## src/rtl/mux_arb_pkg.sv

```systemverilog
`default_nettype none
// ============================================================================
//  Module      : mux_arb_pkg
//  Description : Shared constants for the round-robin mux arbiter: source
//                count, select width and the 2-bit FSM state encoding.
//  Revision    : 1.0 - initial release
// ============================================================================
package mux_arb_pkg;

    localparam int NUM_SRC = 4;
    localparam int SEL_W   = 2;
    localparam int STATE_W = 2;

    localparam logic [STATE_W-1:0] ST_IDLE   = 2'd0;
    localparam logic [STATE_W-1:0] ST_SETTLE = 2'd1;
    localparam logic [STATE_W-1:0] ST_HOLD   = 2'd2;

endpackage : mux_arb_pkg
`default_nettype wire

```

## src/rtl/rr_priority_pick.sv

```systemverilog
`default_nettype none
// ============================================================================
//  Module      : rr_priority_pick
//  Description : Combinational round-robin pick. Returns the first requesting
//                source found when searching ptr, ptr+1, ptr+2, ptr+3 (mod 4).
//  Ports       : req    [3:0] in  - per-source request
//                ptr    [1:0] in  - highest-priority source this round
//                winner [1:0] out - selected source (0 when any=0)
//                any          out - at least one request present
//  Revision    : 1.0 - initial release
// ============================================================================
module rr_priority_pick
    import mux_arb_pkg::*;
(
    input  logic [NUM_SRC-1:0] req,
    input  logic [SEL_W-1:0]   ptr,
    output logic [SEL_W-1:0]   winner,
    output logic               any
);

    logic [SEL_W-1:0] w_idx;

    // Walk the offsets from farthest to nearest so the nearest requester
    // (lowest offset from ptr) is the last one written and therefore wins.
    // The 2-bit add wraps naturally, giving the mod-4 rotation.
    always_comb begin
        winner = '0;
        w_idx  = '0;
        any    = |req;
        for (int i = NUM_SRC - 1; i >= 0; i--) begin
            w_idx = ptr + SEL_W'(i);
            if (req[w_idx]) begin
                winner = w_idx;
            end
        end
    end

endmodule : rr_priority_pick
`default_nettype wire

```

## src/rtl/mux_rr_arbiter.sv

```systemverilog
`default_nettype none
// ============================================================================
//  Module      : mux_rr_arbiter
//  Description : Round-robin control stage for a 4:1 mux. Grants one of four
//                requesters, lets the mux settle for a cycle, captures its
//                output and presents it downstream over valid/ready, pulsing
//                ack for the served source.
//  Ports       : clk, rst_n (async, active-low)
//                req      [3:0]   in  - per-source request
//                mux_out  [N-1:0] in  - output of the driven mux
//                sel      [1:0]   out - mux select (registered)
//                ack      [3:0]   out - one-cycle one-hot capture pulse
//                out_data [N-1:0] out - captured word (registered)
//                out_valid        out - out_data valid
//                out_ready        in  - downstream accepts out_data
//                busy             out - FSM not idle
//  Revision    : 1.0 - initial release
// ============================================================================
module mux_rr_arbiter
    import mux_arb_pkg::*;
#(
    parameter int N = 8
) (
    input  logic               clk,
    input  logic               rst_n,
    input  logic [NUM_SRC-1:0] req,
    input  logic [N-1:0]       mux_out,
    output logic [SEL_W-1:0]   sel,
    output logic [NUM_SRC-1:0] ack,
    output logic [N-1:0]       out_data,
    output logic               out_valid,
    input  logic               out_ready,
    output logic               busy
);

    logic [STATE_W-1:0] r_state;
    logic [SEL_W-1:0]   r_ptr;
    logic [SEL_W-1:0]   w_winner;
    logic               w_any;

    rr_priority_pick u_pick (
        .req    (req),
        .ptr    (r_ptr),
        .winner (w_winner),
        .any    (w_any)
    );

    always_ff @(posedge clk or negedge rst_n) begin
        if (!rst_n) begin
            r_state   <= ST_IDLE;
            r_ptr     <= '0;
            sel       <= '0;
            ack       <= '0;
            out_data  <= '0;
            out_valid <= 1'b0;
        end else begin
            case (r_state)
                ST_IDLE: begin
                    ack <= '0;
                    if (w_any) begin
                        sel     <= w_winner;
                        r_state <= ST_SETTLE;
                    end
                end
                ST_SETTLE: begin
                    // sel has been stable for a full cycle, so mux_out is
                    // the granted source's word.
                    out_data  <= mux_out;
                    out_valid <= 1'b1;
                    ack       <= NUM_SRC'(1) << sel;
                    r_ptr     <= sel + SEL_W'(1);
                    r_state   <= ST_HOLD;
                end
                ST_HOLD: begin
                    ack <= '0;
                    if (out_ready) begin
                        out_valid <= 1'b0;
                        r_state   <= ST_IDLE;
                    end
                end
                default: begin
                    ack       <= '0;
                    out_valid <= 1'b0;
                    r_state   <= ST_IDLE;
                end
            endcase
        end
    end

    assign busy = (r_state != ST_IDLE);

endmodule : mux_rr_arbiter
`default_nettype wire

```

## config.mk

```make
export PLATFORM = sky130hd
export DESIGN_NAME = mux_rr_arbiter
export DESIGN_NICKNAME = d
export VERILOG_FILES = /design/src/rtl/mux_arb_pkg.sv /design/src/rtl/rr_priority_pick.sv /design/src/rtl/mux_rr_arbiter.sv
export SDC_FILE = /design/constraint.sdc
export NUM_CORES = 1
export LEC_CHECK = 0
export BUFFER_PORTS_ARGS = -buffer_cell sky130_fd_sc_hd__buf_2
export CAP_MARGIN = 20
export CORE_AREA = 3 3 45 47
export CTS_CLUSTER_SIZE = 28
export DETAILED_ROUTE_END_ITERATION = 10
export DIE_AREA = 0 0 48 50
export PLACE_DENSITY_LB_ADDON = 0.15
export SYNTH_ARGS = -nofsm -noshare
export SYNTH_HDL_FRONTEND = slang
export SYNTH_SLANG_ARGS = --single-unit
export TNS_END_PERCENT = 20
```

## constraint.sdc

```tcl
create_clock -name clk -period 3.7 [get_ports clk]
set_clock_uncertainty 0.15 [all_clocks]
set_input_delay 0.555 -clock clk [delete_from_list [all_inputs] [get_ports clk]]
set_output_delay 0.555 -clock clk [all_outputs]
set_load 0.01 [all_outputs]
```

### Yosys cells after proc, flatten, opt, wreduce, memory -nomap -nowiden

Index checks and enable logic that the tools add are counted.

* bits in registers: 19
* bits of input ports: 15

* add/sub/neg operators: 4
* magnitude comparators: 4
* equality and inequality tests: 4
* shift operators: 1
* mux-type cells: 18
* bitwise operators: 1
* reductions and logical operators: 6

Operators with widths (number)
* $lt A2 B3 Y1 const B: 4
* $mux W2: 6
* $bmux W1 S2: 4
* $pmux W2 S3: 1
* $reduce_and A2 Y1: 3
* $mux W1: 5
* $add A2 B1 Y2 const B: 2
* $add A2 B2 Y2 const B: 2
* $mux W4: 1
* $reduce_or A4 Y1: 1
* $shl A1 B2 Y4 const A: 1
* $pmux W1 S3: 1
* $eq A2 B1 Y1 const B: 1
* $eq A2 B2 Y1 const B: 1
* $logic_not A2 Y1: 1
* $ne A2 B1 Y1 const B: 1
* $ne A2 B2 Y1 const B: 1
* $reduce_bool A2 Y1: 1
* $not A1 Y1: 1

### Longest topological paths before layout

* depth in word-level cells: 7
* mapped depth: 4
* mapped depth without buffers: 3

### Cells and area by module

Synthesis repeated with hierarchy kept, for this count alone.

* cells, all modules: 63
* area total of the unflattened synthesis: 883.3 µm²

By module, submodules not included
* mux_rr_arbiter: times used 1, cells each 50, area an instance 805.8 µm²
* rr_priority_pick: times used 1, cells each 13, area an instance 77.6 µm²

### Worst setup path before layout

No wires, ideal clock.

* kind: input to register
* start point: in req[1]
* end point: reg sel[0]
* data arrival time: 1.135 ns
* data required time: 3.420 ns
* path slack: 2.285 ns
* cell stages on the path: 3
* cells stage by stage: nor4_1 > or2_1 > o31ai_2

* word-level cells in the longest chain between the ends: 6
* elaborated cells on any way between the ends: 14

Ends and longest elaborated chain
* start, declared: line mux_rr_arbiter.sv:26 `input logic [NUM_SRC-1:0] req,`
* $bmux W1 S2: line rr_priority_pick.sv:32 `if (req[w_idx]) begin`
* $mux W1 (not written as such): line rr_priority_pick.sv:32
* $mux W2 (4 in a row): line rr_priority_pick.sv:32
* end signal, assigned: line mux_rr_arbiter.sv:61 `sel <= w_winner;`
* end, declared: line mux_rr_arbiter.sv:28 `output logic [SEL_W-1:0] sel,`

Several ways; a longest one is shown, not always the timed one. The select of a mux whose other input is x is not followed.
A chain may end at the register's enable or synchronous reset.

### Worst setup path in the final report

* start point: reg r_state[0]
* end point: out busy

* word-level cells in the longest chain between the ends: 1

Ends and longest elaborated chain
* start, declared: line mux_rr_arbiter.sv:36 `logic [STATE_W-1:0] r_state;`
* start signal, assigned: line mux_rr_arbiter.sv:50 `r_state <= ST_IDLE;`
* start signal, assigned: line mux_rr_arbiter.sv:62 `r_state <= ST_SETTLE;`
* start signal, assigned: line mux_rr_arbiter.sv:72 `r_state <= ST_HOLD;`
* $reduce_bool A2 Y1: line mux_rr_arbiter.sv:90 `assign busy = (r_state != ST_IDLE);`
* end, declared: line mux_rr_arbiter.sv:33 `output logic busy`

No other way between the ends.

==> run metrics <==
status finished clean; DIE AREA about 2400 sq um; worst-path fanout max 5; CTS buffer count 3; drt wl/cell about 12 um; number of flops mapped to enable cells by yosys 0; cell taking the most area after synthesis dfrtp_1; Fillers between 150 and 200; Synth area leaders dfrtp_1, mux2_2, ha_1, and2_1, o21ai_0; Synth-to-Final Area Change 22.7%; Seq/Total Area, Yosys a little under three fifths; Sequential cell area 475 sq um; n_diodes 0; Max VDD drop ~0.45 mV; final WL 1320 um; Worst Reg-to-Reg Cells 3; initial antenna violation count 0; WHS 0.0394 ns; die height 50 um; R2R Setup Slk 2.10 ns; post-layout min period 1.82 ns; CP Launch Point r_state[0]; First-pass DRT Iterations 3; Syn Area/Cell 13.0 sq um; Synth cell types 23; Total Neg Setup Slack 0 ns; cell with the most instances after synthesis dfrtp_1; Post-synth top cells dfrtp_1, mux2_2, and2_1, ha_1, inv_1; chip width approximately 48 um; Final Hold Fails 0; critical path capture point busy; CTS resizes 0; max frequency roughly 0.55 GHz; Worst EP required about 3.0 ns; initial DRC count 4; sw power 0.282 mW; post-cts hold buffer count 0; Final period util 49.1%; first-pass GRT wire length between 2000 and 2500 um; Synth Register Bits 19; nets 117; clk root buf clkbuf_4; Startpoint Class flip-flop; maximum root-to-sink buffer count 2; reg2reg start r_state[0]; largest net degree at the start of global routing 20; sw frac about a third; placer's final routability congestion estimate 0.726; Clk Latency, worst-skew pair approximately 0.28 ns; Pleak between 0.5 and 0.6 nW; Internal 0.538 mW; Max-Cap Viols 0; Synth async-reset ratio 100%; Placeable Area about 1700 sq um; clock slew seen by the registers of the worst setup and hold paths ~0.1 ns; most common flop cell mapped by yosys dfrtp_1; Synthesis Warnings 0; Worst-Margin Slew a little over 0.4 ns; Finished Layout Cells between 100 and 150; H-tree levels 1; combinational fraction of design power 43.7%; clock sink total 19; syn nets between 80 and 90; initial core utilization around half; via/cell ratio 4.89; RSZ-0062 raised after global routing false; DP Wirelength 987 um; CP Capture Type output port; Synth Cell Area between 800 and 900 sq um; critical path class flip-flop to output port; DRC Markers 0; Post-Syn Instances 64; Post-CTS Setup Repair Bufs 0; remaining global-route overflow 0; Cell Pwr Density about 800 nW/um^2; Crit path arrival time roughly 1.1 ns; final setup violation count 0; Min-Delay Path Class input pin to async pin; CTS tree yes; headroom to the max-slew limit 72.4%; Synth top area share 57.1%; Std-Cell Rows 15; FF-to-FF End r_ptr[0]; Flop pwr share 44.2%; placed cell count between 100 and 150; Final Slew Violations 0; IO Count 31; IO Port Bufs 30; post-route ant nets 0; fraction of layout cells with a size suffix above 1 47.4%; Tot GR Track Use approximately an eighth; number of global-route vias before repair between 500 and 600; routed vias roughly 560; clock network power share roughly an eighth; footprint of the multi-input gates 327 sq um
## how the worst min path moves through the flow
stage,from,end,slack [ns],cells after the start
floorplan,rst_n,ack[0],0.11,0
global placement,out_valid,out_valid,0.32,1
detailed placement,out_valid,out_valid,0.32,1
CTS,rst_n,ack[0],0.04,1
global route,rst_n,out_data[5],0.04,1
finish,rst_n,ack[0],0.04,1
## stage by stage
stage / cell area [sq um] / setup WS, ns / power, mW / util [%]
final: 1020 / 1.88 / 0.820 / 60.5
after global routing: 1020 / 1.81 / 0.898 / 60.5
after CTS: 1010 / 1.71 / 0.825 / 60.1
after detailed placement: 988 / 1.72 / 0.726 / 58.5
after global placement: 988 / 1.77 / 0.715 / 58.5
after floorplan: 833 / 2.29 / 0.614 / -
## critical path: stages, from the launching register on
cell,delay [ns]
dfrtp_1,0.42
or2_4,0.27
buf_2,0.14
## flip-flops by register name (all words and copies together), names as in the netlist
register   flops
ack            4
sel            2
out_data       8
r_state        2
r_ptr          2
out_valid      1
## area by class of cell
class | count | share of cell area, %
clock buffer | 4 | 2.57
inverter | 4 | 1.47
multi-input combinational | 39 | 31.9
sequential | 19 | 46.5
tap | 17 | 2.08
timing repair buffer | 31 | 15.4
## power groups by stage
stage / logic [mW] / registers (mW) / clock network [mW]
finish: 0.359 / 0.363 / 0.0986
CTS: 0.358 / 0.364 / 0.104
global route: 0.406 / 0.381 / 0.112
global placement: 0.351 / 0.364 / 0
detailed placement: 0.357 / 0.368 / 0
floorplan: 0.216 / 0.398 / 0
## layout by cell type (no fill, tap or decap), drive strengths merged
| master | instances |
|---|---|
| a21o | 1 |
| a21oi | 2 |
| a311oi | 1 |
| and2 | 4 |
| buf | 31 |
| clkbuf | 4 |
| dfrtp | 19 |
| ha | 4 |
| inv | 4 |
| mux2 | 10 |
| mux2i | 1 |
| nand2 | 1 |
| nand2b | 2 |
| nor2 | 1 |
| nor2b | 2 |
| nor4 | 1 |
| o21a | 1 |
| o21ai | 3 |
| o22ai | 1 |
| o31ai | 2 |
| or2 | 2 |
## per-layer routing
layer	track usage, %	up-vias	routed length, um
met3	3.28	2	89
li1	-	285	-
met1	16.6	252	628
met4	5.38	0	9
met5	0	-	0
met2	17.8	18	589
## cells by family after synthesis
| kind of cell | Yosys count | synth area share [%] |
|---|---|---|
| fa+ha+maj | 4 | 6.01 |
| buf+inv | 6 | 3.75 |
| flops | 19 | 57.1 |
| mux | 11 | 14.7 |
| simple gates | 13 | 9.46 |
| compound gates | 11 | 9.01 |
No activity file was read; power rests on OpenSTA's default activity.
